File: config.mk
export PLATFORM = sky130hd
export DESIGN_NAME = fir_packet_sequencer_flat
export DESIGN_NICKNAME = d
export VERILOG_FILES = /design/src/rtl/fir_packet_sequencer_if.sv /design/src/rtl/fir_packet_sequencer.sv /design/src/flat_wrapper.sv
export SDC_FILE = /design/constraint.sdc
export NUM_CORES = 1
export LEC_CHECK = 0
export ABC_AREA = 1
export BUFFER_PORTS_ARGS = -buffer_cell sky130_fd_sc_hd__buf_2
export CAP_MARGIN = 20
export CORE_AREA = 2 2 332 334
export CTS_BUF_LIST = sky130_fd_sc_hd__clkbuf_2 sky130_fd_sc_hd__clkbuf_4 sky130_fd_sc_hd__clkbuf_8
export DETAILED_ROUTE_END_ITERATION = 10
export DIE_AREA = 0 0 334 336
export PLACE_DENSITY = 0.4
export SLEW_MARGIN = 10
export SYNTH_ARGS = -nofsm -noshare
export SYNTH_HDL_FRONTEND = slang
export SYNTH_SLANG_ARGS = --single-unit
File: constraint.sdc
create_clock -name clkIn -period 1.79 [get_ports clkIn]
set_input_delay 0.4475 -clock clkIn [delete_from_list [all_inputs] [get_ports clkIn]]
set_output_delay 0.4475 -clock clkIn [all_outputs]
set_load 0.05 [all_outputs]
File: src/rtl/fir_packet_sequencer_if.sv
// Packet and core handshake bundle for fir_packet_sequencer.
// The slave side is the sequencer. The master side is the SPI slave and FIR core environment.
interface fir_packet_sequencer_if #(
    parameter int SAMPLES_NUM = 8,
    parameter int IN_WIDTH    = 16,
    parameter int ACC_WIDTH   = 40,
    parameter int OUT_WIDTH   = 32
);
    logic                             rxValidIn;
    logic [SAMPLES_NUM*IN_WIDTH-1:0]  rxDataIn;
    logic                             coreStartOut;
    logic [SAMPLES_NUM*IN_WIDTH-1:0]  coreDataOut;
    logic                             coreDoneIn;
    logic [SAMPLES_NUM*ACC_WIDTH-1:0] coreResultIn;
    logic [SAMPLES_NUM*OUT_WIDTH-1:0] txDataOut;
    logic                             busyOut;
    logic                             overrunOut;
    logic                             overrunClearIn;
    logic [15:0]                      frameCountOut;
    logic [7:0]                       dropCountOut;

    modport slave (
        input  rxValidIn, rxDataIn, coreDoneIn, coreResultIn, overrunClearIn,
        output coreStartOut, coreDataOut, txDataOut, busyOut, overrunOut,
               frameCountOut, dropCountOut
    );

    modport master (
        output rxValidIn, rxDataIn, coreDoneIn, coreResultIn, overrunClearIn,
        input  coreStartOut, coreDataOut, txDataOut, busyOut, overrunOut,
               frameCountOut, dropCountOut
    );
endinterface

File: src/rtl/fir_packet_sequencer.sv
// Sequencer between the SPI slave and the FIR core. It unpacks packets and launches the core.
// It also scales results, double-buffers them for transmit, and counts accepted and dropped packets.
module fir_packet_sequencer #(
    parameter int SAMPLES_NUM = 8,
    parameter int IN_WIDTH    = 16,
    parameter int ACC_WIDTH   = 40,
    parameter int OUT_WIDTH   = 32,
    parameter int SHIFT       = 0,
    parameter int SATURATE    = 1,
    parameter int LATENCY     = 2
) (
    input  logic                     clkIn,
    input  logic                     resetIn,
    fir_packet_sequencer_if.slave    bus
);
    localparam int PKT_IN  = SAMPLES_NUM * IN_WIDTH;
    localparam int PKT_OUT = SAMPLES_NUM * OUT_WIDTH;

    localparam logic signed [ACC_WIDTH-1:0] SAT_MAX =
        {{(ACC_WIDTH-OUT_WIDTH+1){1'b0}}, {(OUT_WIDTH-1){1'b1}}};
    localparam logic signed [ACC_WIDTH-1:0] SAT_MIN =
        {{(ACC_WIDTH-OUT_WIDTH+1){1'b1}}, {(OUT_WIDTH-1){1'b0}}};

    typedef enum logic {
        S_IDLE = 1'b0,
        S_WAIT = 1'b1
    } state_t;

    state_t               r_state;
    state_t               w_next;
    logic                 w_accept;
    logic                 w_drop;
    logic                 w_done;
    logic [PKT_IN-1:0]    w_reorder;
    logic [PKT_OUT-1:0]   w_scaled;

    logic                 r_start;
    logic [PKT_IN-1:0]    r_coreData;
    logic [PKT_OUT-1:0]   r_result;
    logic [PKT_OUT-1:0]   r_tx;
    logic                 r_overrun;
    logic [15:0]          r_frame;
    logic [7:0]           r_drop;

    function automatic logic [OUT_WIDTH-1:0] scale_lane(input logic signed [ACC_WIDTH-1:0] v);
        logic signed [ACC_WIDTH-1:0] r;
        r = v >>> SHIFT;
        if (SATURATE != 0 && r > SAT_MAX) return SAT_MAX[OUT_WIDTH-1:0];
        if (SATURATE != 0 && r < SAT_MIN) return SAT_MIN[OUT_WIDTH-1:0];
        return r[OUT_WIDTH-1:0];
    endfunction

    // Sample k arrives at the top of the packet and leaves at the bottom, so lanes swap end for end.
    always_comb begin
        w_reorder = '0;
        w_scaled  = '0;
        for (int unsigned k = 0; k < SAMPLES_NUM; k++) begin
            w_reorder[k*IN_WIDTH +: IN_WIDTH] = bus.rxDataIn[(SAMPLES_NUM-1-k)*IN_WIDTH +: IN_WIDTH];
            w_scaled[(SAMPLES_NUM-1-k)*OUT_WIDTH +: OUT_WIDTH] =
                scale_lane(bus.coreResultIn[k*ACC_WIDTH +: ACC_WIDTH]);
        end
    end

    // A done and a packet in the same WAIT cycle retire the old job and start the new one.
    always_comb begin
        w_next   = r_state;
        w_accept = 1'b0;
        w_drop   = 1'b0;
        w_done   = 1'b0;
        case (r_state)
            S_IDLE: begin
                if (bus.rxValidIn) begin
                    w_accept = 1'b1;
                    w_next   = S_WAIT;
                end
            end
            S_WAIT: begin
                if (bus.coreDoneIn) begin
                    w_done = 1'b1;
                    w_next = S_IDLE;
                    if (bus.rxValidIn) begin
                        w_accept = 1'b1;
                        w_next   = S_WAIT;
                    end
                end else if (bus.rxValidIn) begin
                    w_drop = 1'b1;
                end
            end
            default: w_next = S_IDLE;
        endcase
    end

    always_ff @(posedge clkIn) begin
        if (resetIn) begin
            r_state    <= S_IDLE;
            r_start    <= 1'b0;
            r_coreData <= '0;
            r_result   <= '0;
            r_tx       <= '0;
            r_overrun  <= 1'b0;
            r_frame    <= '0;
            r_drop     <= '0;
        end else begin
            r_state <= w_next;
            r_start <= w_accept;
            if (w_accept) begin
                r_coreData <= w_reorder;
                r_frame    <= r_frame + 16'd1;
            end
            if (w_done) r_result <= w_scaled;
            if (LATENCY == 2) begin
                if (w_accept) r_tx <= r_result;
            end else begin
                if (w_done) r_tx <= w_scaled;
            end
            if (w_drop) begin
                r_overrun <= 1'b1;
                if (r_drop != '1) r_drop <= r_drop + 8'd1;
            end else if (bus.overrunClearIn) begin
                r_overrun <= 1'b0;
            end
        end
    end

    assign bus.coreStartOut  = r_start;
    assign bus.coreDataOut   = r_coreData;
    assign bus.txDataOut     = r_tx;
    assign bus.busyOut       = (r_state == S_WAIT);
    assign bus.overrunOut    = r_overrun;
    assign bus.frameCountOut = r_frame;
    assign bus.dropCountOut  = r_drop;
endmodule

File: src/flat_wrapper.sv
// flat-port wrapper written by rule: the top's interface ports become plain ports
module fir_packet_sequencer_flat 
#(
    parameter int SAMPLES_NUM = 8,
    parameter int IN_WIDTH    = 16,
    parameter int ACC_WIDTH   = 40,
    parameter int OUT_WIDTH   = 32,
    parameter int SHIFT       = 0,
    parameter int SATURATE    = 1,
    parameter int LATENCY     = 2
)
  (clkIn, resetIn, bus_rxValidIn, bus_rxDataIn, bus_coreDoneIn, bus_coreResultIn, bus_overrunClearIn, bus_coreStartOut, bus_coreDataOut, bus_txDataOut, bus_busyOut, bus_overrunOut, bus_frameCountOut, bus_dropCountOut);
  fir_packet_sequencer_if #(.SAMPLES_NUM(SAMPLES_NUM), .IN_WIDTH(IN_WIDTH), .ACC_WIDTH(ACC_WIDTH), .OUT_WIDTH(OUT_WIDTH)) bus_i ();
  input  logic clkIn;
  input  logic resetIn;
  input wire logic [$bits(bus_i.rxValidIn)-1:0] bus_rxValidIn;
  input wire logic [$bits(bus_i.rxDataIn)-1:0] bus_rxDataIn;
  input wire logic [$bits(bus_i.coreDoneIn)-1:0] bus_coreDoneIn;
  input wire logic [$bits(bus_i.coreResultIn)-1:0] bus_coreResultIn;
  input wire logic [$bits(bus_i.overrunClearIn)-1:0] bus_overrunClearIn;
  output wire logic [$bits(bus_i.coreStartOut)-1:0] bus_coreStartOut;
  output wire logic [$bits(bus_i.coreDataOut)-1:0] bus_coreDataOut;
  output wire logic [$bits(bus_i.txDataOut)-1:0] bus_txDataOut;
  output wire logic [$bits(bus_i.busyOut)-1:0] bus_busyOut;
  output wire logic [$bits(bus_i.overrunOut)-1:0] bus_overrunOut;
  output wire logic [$bits(bus_i.frameCountOut)-1:0] bus_frameCountOut;
  output wire logic [$bits(bus_i.dropCountOut)-1:0] bus_dropCountOut;
  assign bus_i.rxValidIn = bus_rxValidIn;
  assign bus_i.rxDataIn = bus_rxDataIn;
  assign bus_i.coreDoneIn = bus_coreDoneIn;
  assign bus_i.coreResultIn = bus_coreResultIn;
  assign bus_i.overrunClearIn = bus_overrunClearIn;
  assign bus_coreStartOut = bus_i.coreStartOut;
  assign bus_coreDataOut = bus_i.coreDataOut;
  assign bus_txDataOut = bus_i.txDataOut;
  assign bus_busyOut = bus_i.busyOut;
  assign bus_overrunOut = bus_i.overrunOut;
  assign bus_frameCountOut = bus_i.frameCountOut;
  assign bus_dropCountOut = bus_i.dropCountOut;
  fir_packet_sequencer #(.SAMPLES_NUM(SAMPLES_NUM), .IN_WIDTH(IN_WIDTH), .ACC_WIDTH(ACC_WIDTH), .OUT_WIDTH(OUT_WIDTH), .SHIFT(SHIFT), .SATURATE(SATURATE), .LATENCY(LATENCY)) u_core (.clkIn(clkIn), .resetIn(resetIn), .bus(bus_i));
endmodule
-- Word-level counts from Yosys, hierarchy flattened
Index checks and enable logic that the tools add are counted.
- flip-flop bits (word level): 667
- bits of input ports: 453
- output and inout port bits: 411
- logic and storage cells: 97
- add/sub/neg operators: 2
- order comparisons: 16
- equality and inequality tests: 1
- multiplexer cells: 67
- bitwise operators: 1
- reduce and logical (&&, ||, !) cells: 2
- operators with widths (operator ; count):
    2-to-1 mux 32 bit ; 32
    > comparator 40 x 32 -> 1 bit, second input constant ; 8
    less-than comparator 40 x 32 -> 1 bit, second input constant ; 8
    2-to-1 mux 1 bit ; 33
    adder 16 x 1 -> 16 bit, second input constant ; 1
    adder 8 x 1 -> 8 bit, second input constant ; 1
    inequality test 8 bit, second input constant ; 1
    case mux 1 bit (2 select lines) ; 2
    AND reduction 2 bit ; 1
    nonzero test 2 bit ; 1
    NOT 1 bit ; 1

-- Logic depth before layout (Yosys ltp)
Gate-level depths: netlist (run 1).
- word-level depth: 5
- gate-level depth with buffers: 9
- mapped depth without buffers: 9

-- Worst setup path before layout (run 1)
No wires, ideal clock.
- path type: register to register
- start point: register u_core.r_frame[0] (netlist: u_core.bus.frameCountOut[0])
- end point: register u_core.r_frame[10] (netlist: u_core.bus.frameCountOut[10])
- setup time: 0.116 ns
- arrival time: 1.642 ns
- required time: 1.674 ns
- path slack: 0.032 ns
- cell stages (with the launch flop): 7
- path buffers: 0
- clock period less this slack: 1.758 ns
- path through: dfxtp_1 ha_1 nand4_1 nor2_2 nand3_1 o21ai_0 nor2_1
- word-level cells in the longest chain between the ends: 1
- RTL lines (element ; RTL line ; RTL):
    from (decl) ; fir_packet_sequencer.sv:42 ; logic [15:0] r_frame;
    from (signal assigned) ; fir_packet_sequencer.sv:108 ; r_frame <= r_frame + 16'd1;
    adder 16 x 1 -> 16 bit ; fir_packet_sequencer.sv:108 ;
Every way passes these cells.
A chain may end at the register's enable or synchronous reset.

-- Worst setup path in the final report (run 1)
- start point: register u_core.r_frame[0] (netlist: u_core.bus.frameCountOut[0])
- end point: output port bus_frameCountOut[0]
- RTL lines (element ; RTL line ; RTL):
    to (decl) ; flat_wrapper.sv:26 ; output wire logic [$bits(bus_i.frameCountOut)-1:0] bus_frameCountOut;
No word-level cell between the ends.

==> flow_metrics.env, run 1 <==
export IMPL_p_total_uw=41300
export IMPL_numCtsBuffers=130
export IMPL_multi_input_area_um2=9730
export IMPL_core_area_um2=108000
export IMPL_switching_power_uw=12600
export IMPL_clkLatencyLatePin_ps=790
export IMPL_ys_types=26
export IMPL_post_dp_hpwl_um=74300
export IMPL_worst_path_max_delay_cell="dfxtp_2"
export IMPL_cts_tree="yes"
export IMPL_vdd_drop_max_mv=0.529
export IMPL_antenna_left=0
export IMPL_drtIter0Drc=1082
export IMPL_placedCellCount=5258
export IMPL_arrival_ps=1380
export IMPL_synthesis_nets=3547
export IMPL_syn_area_um2=24500
export IMPL_fin_crit_sh_pct=102
export IMPL_drt_wirelength_per_cell_um=18.1
export IMPL_syn_area_per_cell_um2=7.91
export IMPL_pwr_share_clk_pct=38.9
export IMPL_die_h_um=336
export IMPL_end_kind="output pin"
export IMPL_yosysSeqAreaShare_pct=54.6
export IMPL_antenna_found_initial=6
export IMPL_max_freq_ghz=0.546
export IMPL_p_seq_share_pct=40.4
export IMPL_port_buffers=863
export IMPL_slew_viol_final=0
export IMPL_share_comb_of_total_power_pct=20.7
export IMPL_grt_total_usage_pct=18.4
export IMPL_final_nets=4852
export IMPL_area_growth_pct=75.8
export IMPL_clock_path_buffers=3
export IMPL_rows=121
export IMPL_drc=0
export IMPL_ys_ff_latch=667
export IMPL_grt_pass1_wl_um=161000
export IMPL_initial_utilization_pct=22.6
export IMPL_first_global_vias=26400
export IMPL_cap_viol_max_count=0
export IMPL_holdWs_ps=108
export IMPL_final_hold_viol_count=0
export IMPL_crit_required_ps=1340
export IMPL_htreeDepth=4
export IMPL_dr_pass1_iters=7
export IMPL_internal_power_uw=28700
export IMPL_fp_dieW_um=334
export IMPL_wl_um=107000
export IMPL_die_area_um2=112000
export IMPL_post_route_min_period_ps=1830
export IMPL_worstSetupPathType="reg -> out"
export IMPL_pin_count=864
export IMPL_cp_start_kind="flop"
export IMPL_seq_area_um2=14000
export IMPL_dpl_cell_area_um2=31200
export IMPL_root_buffer="clkbuf_8"
export IMPL_cp_cell_sequence="buf_6, buf_12"
export IMPL_skew_ps=20.6
export IMPL_finalSetupViolCount=1
export IMPL_gp_congestion=0.825
export IMPL_cts_sinks=667
export IMPL_fin_ws_ps=-40.4
export IMPL_grt_ovfl_total=0
export IMPL_critPathMaxFanout=2
export IMPL_power_leakage_uw=0.0184
export IMPL_fin_cells=5911
export IMPL_worst_pin_slew_ps=540
export IMPL_cp_slowest_stage_delay_ps=340
export IMPL_syn_inst=3092
export IMPL_violations="setup timing"
export IMPL_sw_frac_of_total_pct=30.5
export IMPL_routed_via_density=4.40
export IMPL_fin_util_pct=39.7
export IMPL_vias=26000
export IMPL_hp_class="in -> reg"
export IMPL_yosysWarnings=0
export IMPL_nFillCells=11100
export IMPL_rsz0062_at_grt="true"
export IMPL_power_density_nw_per_um2=960
export IMPL_final_area_um2=43000
export IMPL_clk_pin_slew_worst_paths_ps=60
export IMPL_grt_max_degree=87
export IMPL_timing_slew_headroom_pct=64.0
export IMPL_drive_gt1_share_pct=38.2
export IMPL_status="finished, violations left"
==> cell usage after synthesis, drive strengths merged <==
library cell | count | area share, %
nor2 | 837 | 13
o21a | 2 | 0.061
nand2 | 52 | 0.87
o21ai | 666 | 14
dfxtp | 667 | 55
nand3 | 15 | 0.31
xnor2 | 2 | 0.072
nand4 | 27 | 0.69
nor3 | 3 | 0.061
nor3b | 1 | 0.031
buf | 151 | 3.7
clkbuf | 112 | 1.7
a21oi | 521 | 11
a21boi | 1 | 0.031
ha | 2 | 0.10
inv | 32 | 0.49
xor2 | 1 | 0.036
==> cells in the final DEF (no fill, tap or decap) <==
| master | synthesis | layout |
|---|---|---|
| nand4_1 | 27 | 27 |
| nor3_1 | 3 | 3 |
| xnor2_1 | 2 | 2 |
| clkbuf_4 | 0 | 54 |
| inv_8 | 0 | 6 |
| dfxtp_4 | 0 | 57 |
| a21oi_1 | 521 | 521 |
| nor3b_1 | 1 | 1 |
| dfxtp_1 | 667 | 256 |
| buf_4 | 2 | 125 |
| clkinvlp_4 | 0 | 5 |
| dlygate4sd3_1 | 0 | 385 |
| o21ai_1 | 62 | 46 |
| buf_8 | 0 | 339 |
| buf_2 | 124 | 452 |
| xor2_1 | 1 | 1 |
| clkinv_2 | 0 | 4 |
| o21ai_2 | 0 | 16 |
| bufinv_16 | 0 | 1 |
| diode_2 | 0 | 5 |
| nor2_4 | 1 | 1 |
| o21a_1 | 2 | 2 |
| ha_1 | 2 | 2 |
| buf_12 | 0 | 111 |
| nor2_1 | 834 | 834 |
| inv_1 | 28 | 28 |
| nand2_8 | 0 | 2 |
| clkinv_8 | 0 | 2 |
| nand2_4 | 2 | 1 |
| o21ai_0 | 604 | 604 |
| buf_6 | 25 | 24 |
| dfxtp_2 | 0 | 354 |
| nor2_2 | 2 | 2 |
| inv_6 | 0 | 5 |
| nand2_1 | 49 | 49 |
| clkbuf_8 | 0 | 153 |
| nand3_1 | 15 | 15 |
| a21boi_0 | 1 | 1 |
| inv_2 | 4 | 1 |
==> layout make-up <==
cell class,instances,area share [%]
Multi-Input combinational cell,2130,22.6
Sequential cell,667,32.6
Inverter,32,0.326
Clock inverter,20,0.465
Clock buffer,207,5.84
Tap cell,1414,4.11
Antenna cell,5,0.0291
Timing Repair Buffer,1436,34.0
==> per-layer routing <==
metal | up-vias | share of wire [%] | routed length [um] | global-route usage (%)
li1 | 13000 | - | - | -
met1 | 12100 | 41 | 44200 | 21.7
met2 | 668 | 49 | 52500 | 31.6
met3 | 177 | 6.5 | 6890 | 5.63
met4 | 8 | 2.9 | 3120 | 6.48
met5 | - | 0.051 | 54 | 0
==> power by group through the flow <==
stage	Sequential [uW]	Clock, uW	Combinational [uW]
2_1_floorplan	18700	0	2000
3_3_place_gp	16600	0	6630
3_5_place_dp	16600	0	6630
4_1_cts	16700	16700	8590
5_1_grt	16800	17400	9150
6_report	16700	16100	8560
==> final timing paths <==
check / startpoint / slack (ps) / cells past startpoint / end
hold reg to reg: u_core.bus.coreDataOut[127] / 480 / 2 / u_core.bus.coreDataOut[127]
hold / removal: bus_rxValidIn / 110 / 3 / u_core.bus.busyOut
setup reg to reg: u_core.bus.busyOut / 120 / 7 / u_core.bus.coreDataOut[89]
setup / recovery: u_core.bus.frameCountOut[0] / -40 / 2 / bus_frameCountOut[0]
==> state kept, by name (all words and copies together), names as in the netlist <==
name,count
u_core.bus.dropCountOut,8
u_core.bus.coreStartOut,1
u_core.bus.txDataOut,256
u_core.bus.busyOut,1
u_core.r_result,256
u_core.bus.coreDataOut,128
u_core.bus.frameCountOut,16
u_core.bus.overrunOut,1
==> logic make-up (layout without fill, tap and decap cells) <==
logic type,Yosys count,in the layout,share of synthesized area (%)
AOI/OAI and AO/OA,1190,1190,24.4
and+or+nand+nor,935,935,14.9
DFF,667,667,54.6
buffers and inverters,295,1695,5.96
xor gates and xnor gates,3,3,0.107
adders and majority gates,2,2,0.102
other,0,5,0
==> metrics by stage <==
step           setup TNS [ps]  worst slack [ps]
5_1_grt                -13930              -153
2_1_floorplan               0              32.1
6_report                -40.4             -40.4
3_5_place_dp             -432             -84.0
4_1_cts                -21100              -156
3_3_place_gp             -799             -97.3
==> critical path: cells and delay by family (launching register included) <==
kind	cells	cell delay [ps]
DFF	1	340
buffers and inverters	2	260
==> timing repair <==
action	in CTS	in global routing
pin swaps	0	0
resized for setup	1700	28
setup buffers	27	9
hold buffers	385	0
endpoints found under the hold margin	385	0
setup endpoints to repair	411	409
Note: power is estimated with default switching activity, not from simulation.
==> run 2: changes to the inputs <==
- ABC_CLOCK_PERIOD_IN_PS: not set -> 1800
- CORE_AREA: 2 2 332 334 -> 2 2 336 338
- DIE_AREA: 0 0 334 336 -> 0 0 338 340
- clock period: 1.79 -> 1.8 ns (I/O delays scaled with it)
==> flow_metrics.env, run 2 (same netlist as run 1, synthesis figures left out) <==
export IMPL_status="finished, violations left"
export IMPL_violations="setup timing"
export IMPL_worstPathBufferInverterCount=2
export IMPL_critPathMaxFanout=2
export IMPL_max_freq_ghz=0.547
export IMPL_area_growth_pct=77.0
export IMPL_clock_path_buffers=3
export IMPL_antenna_left=0
export IMPL_worst_path_max_delay_cell="dfxtp_2"
export IMPL_cts_tree="yes"
export IMPL_rsz0062_at_grt="true"
export IMPL_vdd_drop_max_mv=0.555
export IMPL_crit_required_ps=1350
export IMPL_rows=123
export IMPL_reg2reg_from="u_core.bus.frameCountOut[1]"
export IMPL_finalSetupViolCount=1
export IMPL_core_area_um2=112000
export IMPL_die_h_um=340
export IMPL_pin_count=864
export IMPL_post_dp_hpwl_um=75500
export IMPL_drt_wirelength_per_cell_um=18.2
export IMPL_drtIter0Drc=942
export IMPL_fin_ws_ps=-28.6
export IMPL_final_area_um2=43300
export IMPL_dr_pass1_iters=5
export IMPL_numCtsBuffers=132
export IMPL_arrival_ps=1380
export IMPL_fp_dieW_um=338
export IMPL_wl_um=109000
export IMPL_cap_viol_max_count=0
export IMPL_fin_tns_setup_ps=-28.6
export IMPL_clkLatencyLatePin_ps=790
export IMPL_crit_start="u_core.bus.frameCountOut[0]"
export IMPL_vias=26300
export IMPL_worst_pin_slew_ps=342
export IMPL_grt_pass1_wl_um=160000
export IMPL_cp_start_kind="flop"
export IMPL_hold_start="bus_coreDoneIn"
export IMPL_fin_cells=5992
export IMPL_nFillCells=11500
export IMPL_initial_utilization_pct=21.9
export IMPL_clk_pin_slew_worst_paths_ps=60
export IMPL_cp_slowest_stage_delay_ps=330
export IMPL_gp_congestion=0.799
export IMPL_root_buffer="clkbuf_8"
export IMPL_port_buffers=863
export IMPL_first_global_vias=26500
export IMPL_dpl_cell_area_um2=31300
export IMPL_cts_sinks=667
export IMPL_seq_area_um2=14000
export IMPL_path_delay_family="flip-flops"
export IMPL_post_route_min_period_ps=1830
export IMPL_htreeDepth=4
export IMPL_final_cell_mix="nor2_1, o21ai_0, a21oi_1"
export IMPL_grt_ovfl_total=0
export IMPL_die_area_um2=115000
export IMPL_drc=0
export IMPL_fin_crit_sh_pct=102
export IMPL_final_nets=4839
export IMPL_drive_gt1_share_pct=38.0
export IMPL_end_kind="output pin"
export IMPL_grt_total_usage_pct=18.1
export IMPL_power_leakage_uw=0.0184
export IMPL_mostFrequentLayoutCell="nor2_1"
export IMPL_antenna_found_initial=10
export IMPL_final_hold_viol_count=0
export IMPL_placedCellCount=5325
export IMPL_routed_via_density=4.39
export IMPL_multi_input_area_um2=9730
export IMPL_hp_class="in -> reg"
export IMPL_timing_slew_headroom_pct=77.0
export IMPL_slew_viol_final=0
export IMPL_worstSetupPathType="reg -> out"
export IMPL_power_density_nw_per_um2=964
export IMPL_grt_max_degree=74
export IMPL_skew_ps=23.7
export IMPL_cp_cell_sequence="buf_6, buf_12"
-- run 2: cell types whose count changed in the layout (fill, tap and decap cells not counted), sizes merged --
cell,before,now
clkbuf,207,205
bufinv,1,4
clkinv,6,9
buf,1051,1034
diode,5,11
inv,40,39
dlygate4sd3,385,387
clkinvlp,5,6
-- run 2: routing by layer --
| layer | track usage (%) | part of all wire (%) |
|---|---|---|
| met3 | 5.59 | 6.9 |
| met5 | 0 | 0.012 |
| met1 | 20.4 | 40 |
| met4 | 8.25 | 4.3 |
| met2 | 31.2 | 49 |
-- run 2: worst reg2reg max path, stage by stage, from the launching register on --
cell and delay, ps:
dfxtp_4 360, buf_4 140, ha_1 260, nand4_1 250, nor2_2 200, nand3_1 100
o21ai_0 160, nor2_1 60
-- run 2: path summary, 6_finish.rpt --
path / cells past startpoint / end / slack (ps)
setup / recovery: 2 / bus_frameCountOut[0] / -30
hold / removal: 4 / u_core.bus.busyOut / 140
setup reg to reg: 7 / u_core.bus.frameCountOut[10] / 150
hold reg to reg: 2 / u_core.bus.txDataOut[43] / 480
-- run 2: layout make-up --
cell class / instances / area share (%)
antenna: 11 / 0.0636
clock buffer: 205 / 5.81
clock inverter: 26 / 0.697
inverter: 32 / 0.324
multi-input combinational: 2130 / 22.5
sequential: 667 / 32.4
tap: 1500 / 4.34
timing repair buffer: 1421 / 33.9
-- run 2: repair_timing --
action,4_1_cts,5_1_grt
resized for setup,1707,47
endpoints found under the hold margin,390,0
setup buffers,25,13
hold buffers,387,0
setup endpoints to repair,411,413
-- run 2: power by group --
part	internal [uW]	leakage, uW	switching (uW)
logic	3680	0.0113	4830
registers	15800	0.00565	774
clock network	9500	0.00148	7110
total	29000	0.0184	12700
-- run 2: stage by stage --
step	hold slack [ps]	setup WS, ps	utilization [%]	total power [uW]
CTS	18.1	-146	38.5	42400
global placement	457	16.7	28.0	23100
global route	75.2	-140	38.8	43700
floorplan	468	42.1	-	20600
detailed placement	465	2.77	28.0	23100
finish	138	-28.6	38.8	41700
==> run 3: changes to the inputs <==
- PLACE_DENSITY: 0.4 -> not set
- PLACE_DENSITY_LB_ADDON: not set -> 0.3
==> flow_metrics.env, run 3 (same netlist as run 1, synthesis figures left out) <==
export IMPL_first_global_vias=26500
export IMPL_fp_dieW_um=338
export IMPL_mostFrequentLayoutCell="nor2_1"
export IMPL_die_area_um2=115000
export IMPL_pin_count=864
export IMPL_numCtsBuffers=117
export IMPL_hp_class="in -> reg"
export IMPL_timing_slew_headroom_pct=62.3
export IMPL_end_kind="flop"
export IMPL_cp_slowest_stage_delay_ps=350
export IMPL_worst_path_max_delay_cell="dfxtp_4"
export IMPL_crit_start="u_core.bus.busyOut"
export IMPL_clk_pin_slew_worst_paths_ps=60
export IMPL_place_worst_setup_slack_ps=-47.0
export IMPL_reg2reg_depth=7
export IMPL_grt_max_degree=73
export IMPL_critPathMaxFanout=50
export IMPL_critPathMostFrequentCell="buf_4"
export IMPL_grt_pass1_wl_um=159000
export IMPL_worstSetupPathType="reg -> reg"
export IMPL_worstPathBufferInverterCount=3
export IMPL_slew_viol_final=0
export IMPL_root_buffer="clkbuf_8"
export IMPL_grt_total_usage_pct=17.9
export IMPL_final_hold_viol_count=0
export IMPL_holdWs_ps=142
export IMPL_vias=26600
export IMPL_rsz0062_at_grt="true"
export IMPL_reg2reg_from="u_core.bus.busyOut"
export IMPL_drt_wirelength_per_cell_um=18.1
export IMPL_fin_crit_sh_pct=98.1
export IMPL_antenna_left=0
export IMPL_cp_cell_sequence="buf_4, nand2_4, nand2_8, buf_12, buf_4, o21ai_0, nor2_1"
export IMPL_placedCellCount=5343
export IMPL_cts_sinks=667
export IMPL_die_h_um=340
export IMPL_vdd_drop_max_mv=0.568
export IMPL_cts_tree="yes"
export IMPL_cp_num_cells=7
export IMPL_gp_congestion=0.821
export IMPL_final_cell_mix="nor2_1, o21ai_0, a21oi_1"
export IMPL_cp_start_kind="flop"
export IMPL_timing_rr_end="u_core.bus.txDataOut[165]"
export IMPL_arrival_ps=2360
export IMPL_worst_pin_slew_ps=559
export IMPL_rows=123
export IMPL_cap_viol_max_count=0
export IMPL_drive_gt1_share_pct=38.0
export IMPL_routed_via_density=4.45
export IMPL_initial_utilization_pct=21.9
export IMPL_wl_um=108000
export IMPL_status="completed"
export IMPL_dpl_cell_area_um2=31200
export IMPL_final_area_um2=42600
export IMPL_post_route_min_period_ps=1760
export IMPL_grt_ovfl_total=0
export IMPL_skew_ps=52.2
export IMPL_drtIter0Drc=1316
export IMPL_max_freq_ghz=0.567
export IMPL_power_density_nw_per_um2=949
export IMPL_post_dp_hpwl_um=73800
export IMPL_power_leakage_uw=0.0182
export IMPL_finalSetupViolCount=0
export IMPL_fin_ws_ps=35.1
export IMPL_final_nets=4835
export IMPL_fin_cells=5986
export IMPL_clock_path_buffers=3
export IMPL_crit_required_ps=2390
export IMPL_path_delay_family="buffers and inverters"
export IMPL_port_buffers=863
export IMPL_htreeDepth=3
export IMPL_ff2ff_setup_slack_ps=40
export IMPL_area_growth_pct=74.2
export IMPL_antenna_found_initial=13
export IMPL_drc=0
export IMPL_clkLatencyLatePin_ps=760
export IMPL_critical_path_endpoint="u_core.bus.txDataOut[165]"
export IMPL_dr_pass1_iters=7
export IMPL_core_area_um2=112000
[run 3: power breakdown]
part | leakage, uW | switching, uW | internal (uW) | total (uW)
sequential | 0.00565 | 752 | 15800 | 16600
combinational | 0.0112 | 4880 | 3570 | 8450
clock | 0.00140 | 6610 | 8780 | 15400
total | 0.0182 | 12200 | 28200 | 40400
[run 3: worst min-delay path by stage]
stage | endpoint | cells after the start | from
after global placement | u_core.bus.coreDataOut[80] | 2 | u_core.bus.coreDataOut[80]
after detailed placement | u_core.bus.txDataOut[81] | 2 | u_core.bus.txDataOut[81]
after CTS | u_core.bus.busyOut | 4 | bus_coreDoneIn
after floorplan | u_core.bus.txDataOut[166] | 2 | u_core.r_result[166]
after global routing | u_core.bus.busyOut | 4 | bus_coreDoneIn
final | u_core.bus.busyOut | 4 | bus_coreDoneIn
[run 3: through the flow]
step / TNS [ps] / util [%] / power [uW]
3_5_place_dp: -150 / 27.9 / 23100
3_3_place_gp: -187 / 27.9 / 23000
5_1_grt: -8400 / 38.2 / 42200
6_report: 0 / 38.2 / 40400
2_1_floorplan: 0 / - / 20600
4_1_cts: -10750 / 37.9 / 40800
[run 3: routing by layer]
layer	vias up	global-route usage (%)	share of wire, %	wire [um]
li1	13000	-	-	-
met1	12400	20.5	40	43200
met2	934	30.6	49	52600
met3	271	4.65	6.7	7250
met4	6	8.70	4.8	5230
met5	-	0	0.030	32
[run 3: tightest hold or removal path, stage by stage]
cell and delay (ps):
buf_2 150, inv_1 90, nand2_4 110, a21oi_1 70
[run 3: layout make-up]
| class | instances | area [um2] |
|---|---|---|
| Multi-Input combinational cell | 2130 | 9730 |
| Antenna cell | 8 | 20.0 |
| Fill cell | 11100 | 69000 |
| Clock inverter | 23 | 195 |
| Timing Repair Buffer | 1432 | 14200 |
| Clock buffer | 194 | 2430 |
| Inverter | 32 | 143 |
| Tap cell | 1500 | 1880 |
| Sequential cell | 667 | 14000 |
[run 3: timing repair]
item | in CTS | in global routing
buffers inserted | 25 | 9
resized for setup | 1602 | 71
hold buffers | 384 | 0
endpoints found under the hold margin | 384 | 0
setup endpoints to repair | 411 | 356
